<file path="config.mk">
export PLATFORM = sky130hd
export DESIGN_NAME = inst_encoder
export DESIGN_NICKNAME = d
export VERILOG_FILES = /design/src/rtl/inst_enc_pkg.sv /design/src/rtl/inst_enc_fifo2.sv /design/src/rtl/inst_encoder.sv
export SDC_FILE = /design/constraint.sdc
export NUM_CORES = 1
export LEC_CHECK = 0
export ABC_AREA = 1
export CAP_MARGIN = 30
export CELL_PAD_IN_SITES_DETAIL_PLACEMENT = 1
export CELL_PAD_IN_SITES_GLOBAL_PLACEMENT = 1
export CORE_ASPECT_RATIO = 0.6
export CORE_UTILIZATION = 45
export CTS_BUF_LIST = sky130_fd_sc_hd__clkbuf_8
export CTS_CLUSTER_DIAMETER = 150
export DETAILED_ROUTE_END_ITERATION = 8
export DONT_BUFFER_PORTS = 1
export PLACE_DENSITY = 0.76
export RECOVER_POWER = 100
export REMOVE_ABC_BUFFERS = 1
export SYNTH_ARGS = -nofsm -noshare
export SYNTH_HDL_FRONTEND = slang
export SYNTH_SLANG_ARGS = --single-unit
</file>
<file path="constraint.sdc">
create_clock -name clk -period 4.33 [get_ports clk]
set_input_delay 0.866 -clock clk [delete_from_list [all_inputs] [get_ports clk]]
set_output_delay 0.866 -clock clk [all_outputs]
set_load 0.005 [all_outputs]
</file>
<file path="src/rtl/inst_enc_pkg.sv">
// inst_enc_pkg: shared definitions for the instruction encoder.
//   op_e     - symbolic op class presented on in_op
//   OPC_*    - fixed opcode bit groups per op class (msb part of the word)
//   COND_LT  - condition code emitted in the low bits of B.LT
package inst_enc_pkg;

  typedef enum logic [3:0] {
    ADDI = 4'd0,
    ADDS = 4'd1,
    SUBS = 4'd2,
    MUL  = 4'd3,
    LSL  = 4'd4,
    LSR  = 4'd5,
    B    = 4'd6,
    CBZ  = 4'd7,
    BLT  = 4'd8,
    LDUR = 4'd9,
    STUR = 4'd10
  } op_e;

  localparam logic [9:0]  OPC_ADDI = 10'b1001000100;
  localparam logic [10:0] OPC_ADDS = 11'b10101011000;
  localparam logic [10:0] OPC_SUBS = 11'b11101011000;
  localparam logic [10:0] OPC_MUL  = 11'b10011011000;
  localparam logic [10:0] OPC_LSL  = 11'b11010011011;
  localparam logic [10:0] OPC_LSR  = 11'b11010011010;
  localparam logic [5:0]  OPC_B    = 6'b000101;
  localparam logic [7:0]  OPC_CBZ  = 8'b10110100;
  localparam logic [7:0]  OPC_BCC  = 8'b01010100;
  localparam logic [10:0] OPC_LDUR = 11'b11111000010;
  localparam logic [10:0] OPC_STUR = 11'b11111000000;

  // MUL is encoded as MADD with Ra = XZR.
  localparam logic [5:0]  MUL_RA   = 6'b011111;
  localparam logic [3:0]  COND_LT  = 4'b1011;

endpackage

</file>
<file path="src/rtl/inst_enc_fifo2.sv">
// inst_enc_fifo2: 2-entry registered FIFO of 32-bit words.
//   clk, rst             - clock, asynchronous active-high reset
//   in_valid/in_ready    - push handshake; in_ready = occupancy < 2
//   in_data              - word to push
//   out_valid/out_ready  - pop handshake
//   out_data             - head word (zero when empty)
module inst_enc_fifo2 (
  input  logic        clk,
  input  logic        rst,
  input  logic        in_valid,
  output logic        in_ready,
  input  logic [31:0] in_data,
  output logic        out_valid,
  input  logic        out_ready,
  output logic [31:0] out_data
);

  logic [1:0][31:0] mem_q, mem_d;
  logic             wr_ptr_q, wr_ptr_d;
  logic             rd_ptr_q, rd_ptr_d;
  logic [1:0]       count_q, count_d;
  logic             push, pop;

  assign in_ready  = (count_q < 2'd2);
  assign out_valid = (count_q != 2'd0);
  assign out_data  = out_valid ? mem_q[rd_ptr_q] : '0;
  assign push      = in_valid && in_ready;
  assign pop       = out_valid && out_ready;

  always_comb begin
    mem_d    = mem_q;
    wr_ptr_d = wr_ptr_q;
    rd_ptr_d = rd_ptr_q;
    if (push) begin
      mem_d[wr_ptr_q] = in_data;
      wr_ptr_d        = ~wr_ptr_q;
    end
    if (pop) begin
      rd_ptr_d = ~rd_ptr_q;
    end
    count_d = count_q + {1'b0, push} - {1'b0, pop};
  end

  always_ff @(posedge clk or posedge rst) begin
    if (rst) begin
      mem_q    <= '0;
      wr_ptr_q <= 1'b0;
      rd_ptr_q <= 1'b0;
      count_q  <= '0;
    end else begin
      mem_q    <= mem_d;
      wr_ptr_q <= wr_ptr_d;
      rd_ptr_q <= rd_ptr_d;
      count_q  <= count_d;
    end
  end

endmodule

</file>
<file path="src/rtl/inst_encoder.sv">
// inst_encoder: streaming symbolic-instruction to ARMv8-subset word encoder.
//   clk, reset            - clock, asynchronous active-high reset
//   in_valid/in_ready     - request handshake (in_ready = queue not full)
//   in_op/rd/rn/rm/imm    - symbolic instruction fields
//   out_valid/out_ready   - encoded word handshake
//   out_word, out_addr    - head word and its address (advances by 4 per pop)
//   err                   - one-cycle pulse after a rejected request
//   word_cnt              - words popped since reset (wraps at 16 bits)
// Build option: define INST_ENC_RANGE_CHECK_EN to reject out-of-range
// immediates instead of truncating them.
module inst_encoder
  import inst_enc_pkg::*;
#(
  parameter int unsigned       ADDR_W     = 32,
  parameter logic [ADDR_W-1:0] START_ADDR = '0
) (
  input  logic              clk,
  input  logic              reset,
  input  logic              in_valid,
  output logic              in_ready,
  input  logic [3:0]        in_op,
  input  logic [4:0]        in_rd,
  input  logic [4:0]        in_rn,
  input  logic [4:0]        in_rm,
  input  logic [25:0]       in_imm,
  output logic              out_valid,
  input  logic              out_ready,
  output logic [31:0]       out_word,
  output logic [ADDR_W-1:0] out_addr,
  output logic              err,
  output logic [15:0]       word_cnt
);

  logic [ADDR_W-1:0] addr_q, addr_d;
  logic [15:0]       word_cnt_q, word_cnt_d;
  logic              err_q, err_d;

  logic [31:0] enc_word;
  logic        op_known;
  logic        imm_ok;
  logic        accept;
  logic        pop;
  op_e         op;

  assign op = op_e'(in_op);

  always_comb begin
    enc_word = '0;
    op_known = 1'b1;
    case (op)
      ADDI:    enc_word = {OPC_ADDI, in_imm[11:0], in_rn, in_rd};
      ADDS:    enc_word = {OPC_ADDS, in_rm, 6'b000000, in_rn, in_rd};
      SUBS:    enc_word = {OPC_SUBS, in_rm, 6'b000000, in_rn, in_rd};
      MUL:     enc_word = {OPC_MUL, in_rm, MUL_RA, in_rn, in_rd};
      LSL:     enc_word = {OPC_LSL, 5'b00000, in_imm[5:0], in_rn, in_rd};
      LSR:     enc_word = {OPC_LSR, 5'b00000, in_imm[5:0], in_rn, in_rd};
      B:       enc_word = {OPC_B, in_imm[25:0]};
      CBZ:     enc_word = {OPC_CBZ, in_imm[18:0], in_rd};
      BLT:     enc_word = {OPC_BCC, in_imm[18:0], 1'b0, COND_LT};
      LDUR:    enc_word = {OPC_LDUR, in_imm[8:0], 2'b00, in_rn, in_rd};
      STUR:    enc_word = {OPC_STUR, in_imm[8:0], 2'b00, in_rn, in_rd};
      default: op_known = 1'b0;
    endcase
  end

`ifdef INST_ENC_RANGE_CHECK_EN
  // Signed fields are in range when every bit above the field's sign bit
  // replicates that sign bit.
  always_comb begin
    imm_ok = 1'b1;
    case (op)
      ADDI:      imm_ok = (in_imm[25:12] == '0);
      LSL, LSR:  imm_ok = (in_imm[25:6] == '0);
      CBZ, BLT:  imm_ok = (in_imm[25:18] == {8{in_imm[18]}});
      LDUR, STUR: imm_ok = (in_imm[25:8] == {18{in_imm[8]}});
      default:   imm_ok = 1'b1;
    endcase
  end
`else
  assign imm_ok = 1'b1;
`endif

  assign accept = in_valid && in_ready;
  assign pop    = out_valid && out_ready;

  // Rejected requests still complete the handshake but bypass the queue.
  inst_enc_fifo2 u_fifo (
    .clk       (clk),
    .rst       (reset),
    .in_valid  (in_valid && op_known && imm_ok),
    .in_ready  (in_ready),
    .in_data   (enc_word),
    .out_valid (out_valid),
    .out_ready (out_ready),
    .out_data  (out_word)
  );

  always_comb begin
    addr_d     = addr_q;
    word_cnt_d = word_cnt_q;
    err_d      = accept && !(op_known && imm_ok);
    if (pop) begin
      addr_d     = addr_q + ADDR_W'(4);
      word_cnt_d = word_cnt_q + 16'd1;
    end
  end

  always_ff @(posedge clk or posedge reset) begin
    if (reset) begin
      addr_q     <= START_ADDR;
      word_cnt_q <= '0;
      err_q      <= 1'b0;
    end else begin
      addr_q     <= addr_d;
      word_cnt_q <= word_cnt_d;
      err_q      <= err_d;
    end
  end

  assign out_addr = addr_q;
  assign word_cnt = word_cnt_q;
  assign err      = err_q;

endmodule
</file>
==> metrics.md <==
| Metric | Value |
|---|---|
| Final nets | 958 |
| Row count | 33 |
| Post-synthesis xor/xnor area fraction | 4.22% |
| Synth top area cells | dfrtp_1 (45%), nand2_1 (24%), inv_1 (5.0%) |
| First-pass GRT wire length | 32500 um |
| Pre-CTS WS | about 1900 ps |
| Antenna diodes | 0 |
| Hold crit path type | flop to flop |
| RSZ-0062 raised after global routing | false |
| CTS tree | built |
| Drt via density | 5.29 |
| Share of Yosys cell area claimed by the top area cell type | 44.7% |
| Fin crit share | 74.0% |
| Static Leak | between 3 and 4 nW |
| Die extent in y | between 90 and 100 um |
| DR WL/cell | 18.4 um |
| Setup WS post-layout | 1130 ps |
| CP max stage delay | 1140 ps |
| Critical path type | flop to flop |
| WHS | 482 ps |
| Synth unique cells | 31 |
| R2R Setup Slk | 1130 ps |
| Util after Layout | between 50% and 60% |
| Buffer count from post-CTS setup fixing | 0 |
| I/O Buffers | 0 |
| Crit start category | flop |
| Seq/Total Area, Yosys | 44.7% |
| Failing checks | capacitance limit, slew limit |
| Clk_lat worst skew | 430 ps |
| Dpl hpwl | 14900 um |
| Slew Limit Fails | 101 |
| Post-layout min period | 3200 ps |
| Peak VDD IR | 0.360 mV |
| GP Congestion | 0.956 |
| Power per standard cell area | 574 nW/um^2 |
| GRT Total Usage | 29.1% |
| Crit path DAT | around 3600 ps |
| Crit Path Max Fanout | 20 |
| CTS resizes | 0 |
| Yosys reg bits | ~120 |
| Full die area | 14800 um^2 |
| Rel. slew slack | -32.2% |
| Largest family of logic cells by synthesized area | simple AND/OR/NAND/NOR gates |
| Run status | finished with violations |
| Layout cells sized above 1 | 5.99% |
| Clock Sink Count | 115 |
| Clock transition at path regs | about 80 ps |
| Crit-path cells | nor2_1, nor2_1, clkbuf_1, ha_1, inv_1, ha_1, xnor2_1, xor2_1 |
| DR DRC count | 0 |
| WP data required | 4690 ps |
| Hold_buf cts | 0 |
| CP endpoint kind | flop |
| Slowest cell on crit path | nor2_1 |
| Met3 Resource Use GR | 6.47% |
| Drt first pass iters | 4 |
| Antenna violations before repair | 0 |
| # setup viols final | 0 |
| Mapped Area | 6440 um^2 |
| Synth area leader | dfrtp_1 |
| Root Driver | clkbuf_8 |
| Top Usage Layer GRT | met2 |
| Synth-to-layout area growth | 8.53% |
| # H-tree levels | 4 |
| Worst Skew | 14.5 ps |
| Die Span X | approximately 160 um |
| Largest net degree at the start of global routing | ~120 |
| DRT antenna net count | 0 |
| Synth Area in Simple Gates | between 30% and 40% |
| Worst Path Buf+Inv | 2 |
| Synth warn | 0 |
| Total of max-cap violations | 3 |
| Total global routing overflow | 0 |
| Final hold vios | 0 |
| Initial core utilization | 46.7% |
| I/O Pins | 132 |
| Top Family by Delay on Critical Path | simple AND/OR/NAND/NOR gates |
| Measured slew at the worst slew-check pin | ~2000 ps |
| Setup tns final | 0 ps |
| Synth Area per Inst | 7.09 um^2 |
| Fmax | roughly 310 MHz |
| Post-Synthesis Cells | roughly 900 |
| Vias in the first global route | 5929 |
| Core Box Area | between 10000 and 15000 um^2 |
| Total CTS buffers | 17 |
| Mux share of post-synthesis cell area | 0% |
| Final wirelength | 20400 um |
| Clock tree buffer depth | 2 |
| Vias | 5876 |
| Met1 usage | 42.5% |
| Post-synthesis compound-gate area fraction | 6.84% |
| Grt met2 use | 43.1% |
| Initial DRC count | 292 |
| Synth Area in Adders | less than 1% |
-- state kept, by name (all words and copies together) (netlist names) --
name             cells
u_fifo.mem_q        64
out_addr            30
word_cnt            16
u_fifo.count_q       2
err                  1
u_fifo.rd_ptr_q      1
u_fifo.wr_ptr_q      1
-- through the flow --
stage | power (mW) | instances | area, um^2
finish | 4.02 | 1110 | 6990
detailed placement | 2.85 | 1078 | 6580
global placement | 2.74 | 1077 | 6560
CTS | 4.07 | 1110 | 7050
floorplan | 2.41 | 880 | 6260
global route | 4.27 | 1110 | 6990
-- cell families after synthesis --
family	Yosys count
AND/OR/NAND/NOR	560
AO/OA/AOI/OAI	78
buffers and inverters	119
other	1
XOR/XNOR	31
adder cells (fa/ha/maj)	4
flip-flops	115
-- layer usage --
layer | wire (um) | part of all wire, % | vias up
met5 | 0 | 0 | -
met1 | 10200 | 50 | 2902
met4 | 316 | 1.5 | 0
met2 | 8710 | 43 | 163
li1 | - | - | 2786
met3 | 1250 | 6.1 | 25
-- cell type report --
type                    instances  area (um^2)
inverters                      90          339
clock buffers                  19          262
clock inverters                13          205
flip-flops and latches        115         2880
fillers                      1824         6800
well taps                     192          240
multi-input cells             675         3000
repair buffers                  6         66.3
-- worst reg2reg max path: stages (launching register included) --
cell and delay, ps:
dfrtp_1 380, nor2_1 1140, nor2_1 80, clkbuf_1 490, ha_1 480, inv_1 50, ha_1 190, xnor2_1 170
xor2_1 160
-- cell usage in the layout (no fill, tap or decap), types with 4 or more instances in the layout --
cell and instances:
xnor2_1 18, inv_2 4, nand2_1 415, a21oi_1 37, nand3_2 5, clkbuf_8 19
o21ai_0 32, ha_1 4, nand3_1 34, bufinv_16 5, nand4_1 15, xor2_1 13
inv_1 86, nor2_1 81, dfrtp_1 115
-- worst paths after layout --
kind,from,endpoint,cells after the start
hold reg to reg,u_fifo.mem_q[18],u_fifo.mem_q[18],2
min in group asynchronous,reset,u_fifo.mem_q[11],2
setup reg to reg,u_fifo.count_q[1],u_fifo.count_q[1],8
setup / recovery,u_fifo.count_q[1],u_fifo.count_q[1],8
hold / removal,u_fifo.mem_q[18],u_fifo.mem_q[18],2
max in group asynchronous,reset,u_fifo.mem_q[39],2
-- synth_stat cells, drive strengths merged --
| cell type | n |
|---|---|
| xor2 | 13 |
| nor2 | 84 |
| buf | 20 |
| inv | 90 |
| conb | 1 |
| o211ai | 2 |
| nand2 | 419 |
| xnor2 | 18 |
| nand4 | 15 |
| nor3b | 1 |
| o21ai | 35 |
| a21oi | 40 |
| nand3 | 39 |
| nor3 | 2 |
| clkbuf | 9 |
| o21bai | 1 |
| ha | 4 |
| dfrtp | 115 |
-- where the power goes --
group,switching (mW),internal [mW]
clock,0.481,0.717
sequential,0.244,1.40
combinational,0.807,0.364
total,1.53,2.48
No activity file was read; power rests on OpenSTA's default activity.
